[src/rtl/jk_cmd_seq.sv]
// Purpose: queues 2-bit JK commands in a FIFO and plays them out as one-cycle J/K pulses to a downstream JK flop.
// Latency: command accepted at edge N into an empty FIFO with the sequencer idle drives J/K in the cycle after edge N+1.
// Backpressure: cmd_ready is low whenever the FIFO is full, even if a pop happens that cycle. Optional Q check: JK_CMD_SEQ_CHECK_EN.
module jk_cmd_seq #(
    parameter int DEPTH = 4,
    parameter int GAP   = 0
) (
    input  logic       clk,
    input  logic       rstn,
    input  logic       cmd_valid,
    input  logic [1:0] cmd_op,
    output logic       cmd_ready,
    output logic       J,
    output logic       K,
    input  logic       q_in,
    output logic       busy,
    output logic       err
);

    localparam int AW = (DEPTH > 1) ? $clog2(DEPTH) : 1;
    localparam logic [AW:0] PTR_ONE  = {{AW{1'b0}}, 1'b1};
    localparam logic [3:0]  GAP_LOAD = 4'((GAP > 0) ? (GAP - 1) : 0);

    typedef enum logic [1:0] {
        S_IDLE  = 2'd0,
        S_ISSUE = 2'd1,
        S_WAIT  = 2'd2
    } state_t;

    logic [1:0]  mem_q [DEPTH];
    logic [AW:0] wr_ptr_q;
    logic [AW:0] rd_ptr_q;
    logic        fifo_empty;
    logic        fifo_full;
    logic        push;
    logic        pop;
    logic [1:0]  head_op;

    state_t      state_q, state_d;
    logic [3:0]  gap_cnt_q, gap_cnt_d;
    logic        j_q, j_d;
    logic        k_q, k_d;
    logic        shadow_q, shadow_d;

    // Extra pointer MSB separates full (MSBs differ) from empty (pointers equal).
    assign fifo_empty = (wr_ptr_q == rd_ptr_q);
    assign fifo_full  = (wr_ptr_q[AW] != rd_ptr_q[AW]) &&
                        (wr_ptr_q[AW-1:0] == rd_ptr_q[AW-1:0]);
    assign cmd_ready  = !fifo_full;
    assign push       = cmd_valid && !fifo_full;
    assign head_op    = mem_q[rd_ptr_q[AW-1:0]];

    assign J    = j_q;
    assign K    = k_q;
    assign busy = !fifo_empty || (state_q != S_IDLE);

    // FIFO storage: data needs no reset, validity lives in the pointers.
    always_ff @(posedge clk) begin
        if (push) begin
            mem_q[wr_ptr_q[AW-1:0]] <= cmd_op;
        end
    end

    // FIFO pointers advance on push/pop and wrap modulo DEPTH.
    always_ff @(posedge clk or negedge rstn) begin
        if (!rstn) begin
            wr_ptr_q <= '0;
            rd_ptr_q <= '0;
        end else begin
            if (push) wr_ptr_q <= wr_ptr_q + PTR_ONE;
            if (pop)  rd_ptr_q <= rd_ptr_q + PTR_ONE;
        end
    end

    // Sequencer state, registered J/K drive and expected-Q shadow.
    always_ff @(posedge clk or negedge rstn) begin
        if (!rstn) begin
            state_q   <= S_IDLE;
            gap_cnt_q <= '0;
            j_q       <= 1'b0;
            k_q       <= 1'b0;
            shadow_q  <= 1'b0;
        end else begin
            state_q   <= state_d;
            gap_cnt_q <= gap_cnt_d;
            j_q       <= j_d;
            k_q       <= k_d;
            shadow_q  <= shadow_d;
        end
    end

    // Next state: pop on IDLE->ISSUE, J/K high only during ISSUE, WAIT counts GAP cycles.
    always_comb begin
        state_d   = state_q;
        gap_cnt_d = gap_cnt_q;
        pop       = 1'b0;
        j_d       = 1'b0;
        k_d       = 1'b0;
        shadow_d  = shadow_q;
        case (state_q)
            S_IDLE: begin
                if (!fifo_empty) begin
                    pop     = 1'b1;
                    state_d = S_ISSUE;
                    j_d     = head_op[1];
                    k_d     = head_op[0];
                    case (head_op)
                        2'b01:   shadow_d = 1'b0;
                        2'b10:   shadow_d = 1'b1;
                        2'b11:   shadow_d = !shadow_q;
                        default: shadow_d = shadow_q;
                    endcase
                end
            end
            S_ISSUE: begin
                if (GAP > 0) begin
                    state_d   = S_WAIT;
                    gap_cnt_d = GAP_LOAD;
                end else begin
                    state_d = S_IDLE;
                end
            end
            S_WAIT: begin
                if (gap_cnt_q == 4'd0) begin
                    state_d = S_IDLE;
                end else begin
                    gap_cnt_d = gap_cnt_q - 4'd1;
                end
            end
            default: state_d = S_IDLE;
        endcase
    end

`ifdef JK_CMD_SEQ_CHECK_EN
    logic chk1_q;
    logic chk2_q;
    logic exp_q;
    logic err_q;

    // Expected Q is captured one cycle after ISSUE, before a following ISSUE can move
    // the shadow, then compared with q_in one cycle later; a mismatch sticks until reset.
    always_ff @(posedge clk or negedge rstn) begin
        if (!rstn) begin
            chk1_q <= 1'b0;
            chk2_q <= 1'b0;
            exp_q  <= 1'b0;
            err_q  <= 1'b0;
        end else begin
            chk1_q <= (state_q == S_ISSUE);
            chk2_q <= chk1_q;
            if (chk1_q) exp_q <= shadow_q;
            if (chk2_q && (q_in != exp_q)) err_q <= 1'b1;
        end
    end

    assign err = err_q;
`else
    logic unused_q_in;
    assign unused_q_in = q_in;
    assign err         = 1'b0;
`endif

endmodule

[config.mk]
export PLATFORM = sky130hd
export DESIGN_NAME = jk_cmd_seq
export DESIGN_NICKNAME = d
export VERILOG_FILES = /design/src/rtl/jk_cmd_seq.sv
export SDC_FILE = /design/constraint.sdc
export NUM_CORES = 1
export LEC_CHECK = 0
export CAP_MARGIN = 20
export CORE_ASPECT_RATIO = 0.7
export CORE_MARGIN = 1
export CORE_UTILIZATION = 30
export CTS_CLUSTER_DIAMETER = 80
export DETAILED_ROUTE_END_ITERATION = 10
export HOLD_SLACK_MARGIN = 0.1
export PLACE_DENSITY = 0.58
export SLEW_MARGIN = 20
export SYNTH_ARGS = -nofsm -noshare
export SYNTH_HDL_FRONTEND = slang
export SYNTH_SLANG_ARGS = --single-unit
[constraint.sdc]
create_clock -name clk -period 1.4 [get_ports clk]
set_input_delay 0.21 -clock clk [delete_from_list [all_inputs] [get_ports clk]]
set_output_delay 0.21 -clock clk [all_outputs]
set_load 0.005 [all_outputs]
==> results.md <==
* Status: complete, but fails checks
* Failing checks: setup timing
* #FFs+latches synth at 17
* Gpl congestion at ~0.72
* Internal cell power at between 2 and 3 mW
* HP Class: primary input to async pin
* Vias/cell at around 4.7
* Hold Worst Slack at roughly 0.26 ns
* LEAKAGE at 0.585 nW
* Share of layout cells above drive strength 1 at 0.596
* Vias at 654
* Commonest non-fill, non-tap cell in the layout: buf_4
* Area grow syn2layout at 60.3%
* Sequential Power Share at 0.218
* Syn_area_per_cell at 13.6 µm²
* CP required at 1.37 ns
* Sw Ratio at 0.380
* Drt pass-1 iters at 4
* Initial antenna violation count at 0
* CP peak stage delay at roughly 0.45 ns
* Syn Std Cell Area at 897 µm²
* Minimum clock period at 1.53 ns
* Yosys warning count at 0
* Cell accounting for the most synthesized area: edfxtp_1
* Endpoints failing hold at 0
* Clock buffer count from CTS at 3
* Clk sinks at 17
* Count of pins over their slew limit at 0
* Die Footprint at 0.00322 mm²
* GR Overflow Total at 0
* Slowest library cell on the worst path: dfrtp_2
* DRC at 0
* Number of global-route vias before repair at 612
* Seq/Total Area, Yosys at 0.519
* Crit start category: register
* Detailed Route WL at 2090 µm
* Wire per inst at 14.9 µm
* Worst path cell trace: xnor2_4 > buf_6 > buf_6 > a31oi_4 > and2_4
* Peak supply drop at 0.819 mV
* Net count reported at finish at between 100 and 150
* DR iter-0 viols at 15
* Pre-CTS setup slack at -0.160 ns
* MaxCap Viol Count at 0
* Dpl hpwl at 1230 µm
* Port-buffer cells at 8
* First-pass GRT wire length at 3020 µm
* Top fanout value on the critical path at 4
* Clock Pin Slew Worst Setup and Hold Paths at 0.07 ns
* Pwr per Cell Area at 2860 mW/mm²
* Fillers at approximately 240
* Height of the die at ~48 µm
* Die width at 67.4 µm
* Design area at 0.00144 mm²
* EDFF count, synth at 8
* Post-synth net total at 77
* Clock power frac at 0.091
* CTS root buffer: clkbuf_8
* Finished Core Util at 0.509
* Final critical-path setup slack at -0.126 ns
* Largest net degree at the start of global routing at 12
* Latest clock arrival within the worst-skew pair at about 0.25 ns
* Fmax at 655 MHz
* Final setup viols at 12
* Setup clock skew after layout at 0.00352 ns
* CP delay by family, top: flip-flops
* Unique cell type count in the Yosys netlist at 29
* Logic gate share of total power at 0.691
* Site row count at 16
* Htree depth at 1
* CTS tree: yes
* Asr flop ratio synth at 0.529
* Main flop type after synthesis: dfrtp_1
* Initial Util at 0.318
* Proportion of netlist area held by the largest area contributor at 0.268
* Post-route ant nets at 0
* # diodes at 0
* Worst path most repeated cell: buf_6
* CTS Buffer Depth at 2
* Most frequent cells in the layout: 16 x buf_4, 12 x buf_6, 8 x edfxtp_1
* # IOs at 11
* Crit path capture type: register
* Gate Count Post-Synth at 66
* Synth top area cells: edfxtp_1 27%, dfrtp_1 25%, ha_1 7.0%, mux4_2 5.0%, and2_1 3.5%
* RSZ-0062 raised after global routing: true
* Crit share post-route at 1.09
* Core area at between 0.002 and 0.003 mm²
* P_sw at between 1.5 and 2 mW
* Hold buffers post-CTS at 0
* Total track usage at 0.139
* WP buf/inv at 2
* Crit Path Class: register to register
* Placed Area at between 0.001 and 0.0015 mm²
* Worst EP arrival at approximately 1.5 ns
* Setup TNS at -1.02 ns
state kept, by name, indices dropped and copies added, names as in the netlist:
signal,count
J,1
K,1
mem_q,8
rd_ptr_q,3
state_q,1
wr_ptr_q,3
power by group through the flow:
stage | Sequential [mW] | Combinational [mW] | Clock (mW)
finish | 0.894 | 2.84 | 0.374
global route | 0.912 | 3.04 | 0.410
CTS | 0.871 | 2.41 | 0.379
detailed placement | 0.878 | 1.81 | 0
global placement | 0.875 | 1.79 | 0
floorplan | 0.892 | 1.09 | 0
per-layer routing:
metal / share of wire / track usage / wire (µm) / vias up
li1: - / - / - / 308
met1: 0.45 / 0.190 / 935 / 322
met2: 0.49 / 0.198 / 1030 / 16
met3: 0.028 / 0.0571 / 59 / 8
met4: 0.032 / 0.0511 / 66 / 0
met5: 0 / 0 / 0 / -
path summary, 6_finish.rpt:
check	start	to	slack, ns	cells past startpoint
worst max register to register	rd_ptr_q[1]$_DFFE_PN0P_	mem_q[0][0]$_DFFE_PP_	-0.13	5
max in group asynchronous	rstn	rd_ptr_q[1]$_DFFE_PN0P_	0.81	1
worst max-delay path	rd_ptr_q[1]$_DFFE_PN0P_	mem_q[0][0]$_DFFE_PP_	-0.13	5
worst min-delay path	rstn	rd_ptr_q[2]$_DFFE_PN0P_	0.26	1
min in group clk	state_q[0]$_DFFE_PN0P_	state_q[0]$_DFFE_PN0P_	0.61	2
worst min register to register	state_q[0]$_DFFE_PN0P_	state_q[0]$_DFFE_PN0P_	0.61	2
cell families (layout without fill, tap and decap cells):
group,count (synthesis),in the layout,share of synthesized area
mux,2,2,0.0502
buf+inv,7,45,0.0349
flops,17,17,0.519
compound gates,13,13,0.124
fa+ha+maj,5,5,0.0697
simple gates,13,13,0.0823
other cells,1,1,0.00418
xor+xnor,8,8,0.116
area by class of cell:
type                       count  area (µm²)  area share
tap                           36        45.0      0.0313
clock buffer                   3        41.3      0.0287
inverter                       5        21.3      0.0148
clock inverter                 1        7.51     0.00522
sequential                    17         470       0.327
multi-input combinational     42         527       0.366
timing repair buffer          36         325       0.226
metrics by stage:
step | power [mW] | cells
finish | 4.11 | 140
global route | 4.37 | 140
CTS | 3.66 | 137
detailed placement | 2.69 | 123
global placement | 2.67 | 123
floorplan | 1.98 | 66
synthesized netlist by cell type, types with 2 or more instances:
master / count
inv_1: 5
xor2_1: 3
a31oi_2: 2
o21ai_0: 2
mux4_2: 2
a21oi_1: 2
nand3_1: 2
a31oi_1: 2
dfrtp_1: 9
xnor2_1: 2
ha_1: 5
and2_1: 5
edfxtp_1: 8
nor2_1: 2
worst reg2reg max path, delay by kind of cell, from the launching register on:
kind / cells / cell delay [ns]
flops: 1 / 0.45
xor+xnor: 1 / 0.16
compound gates: 1 / 0.21
simple gates: 1 / 0.19
buf+inv: 2 / 0.25
what timing repair did:
item | 4_1_cts | 5_1_grt
buffers inserted | 11 | 4
hold endpoints to repair | 0 | 0
setup endpoints to repair | 16 | 15
resized for setup | 27 | 14
pin swaps | 7 | 5
(Power assumes the default switching activity.)
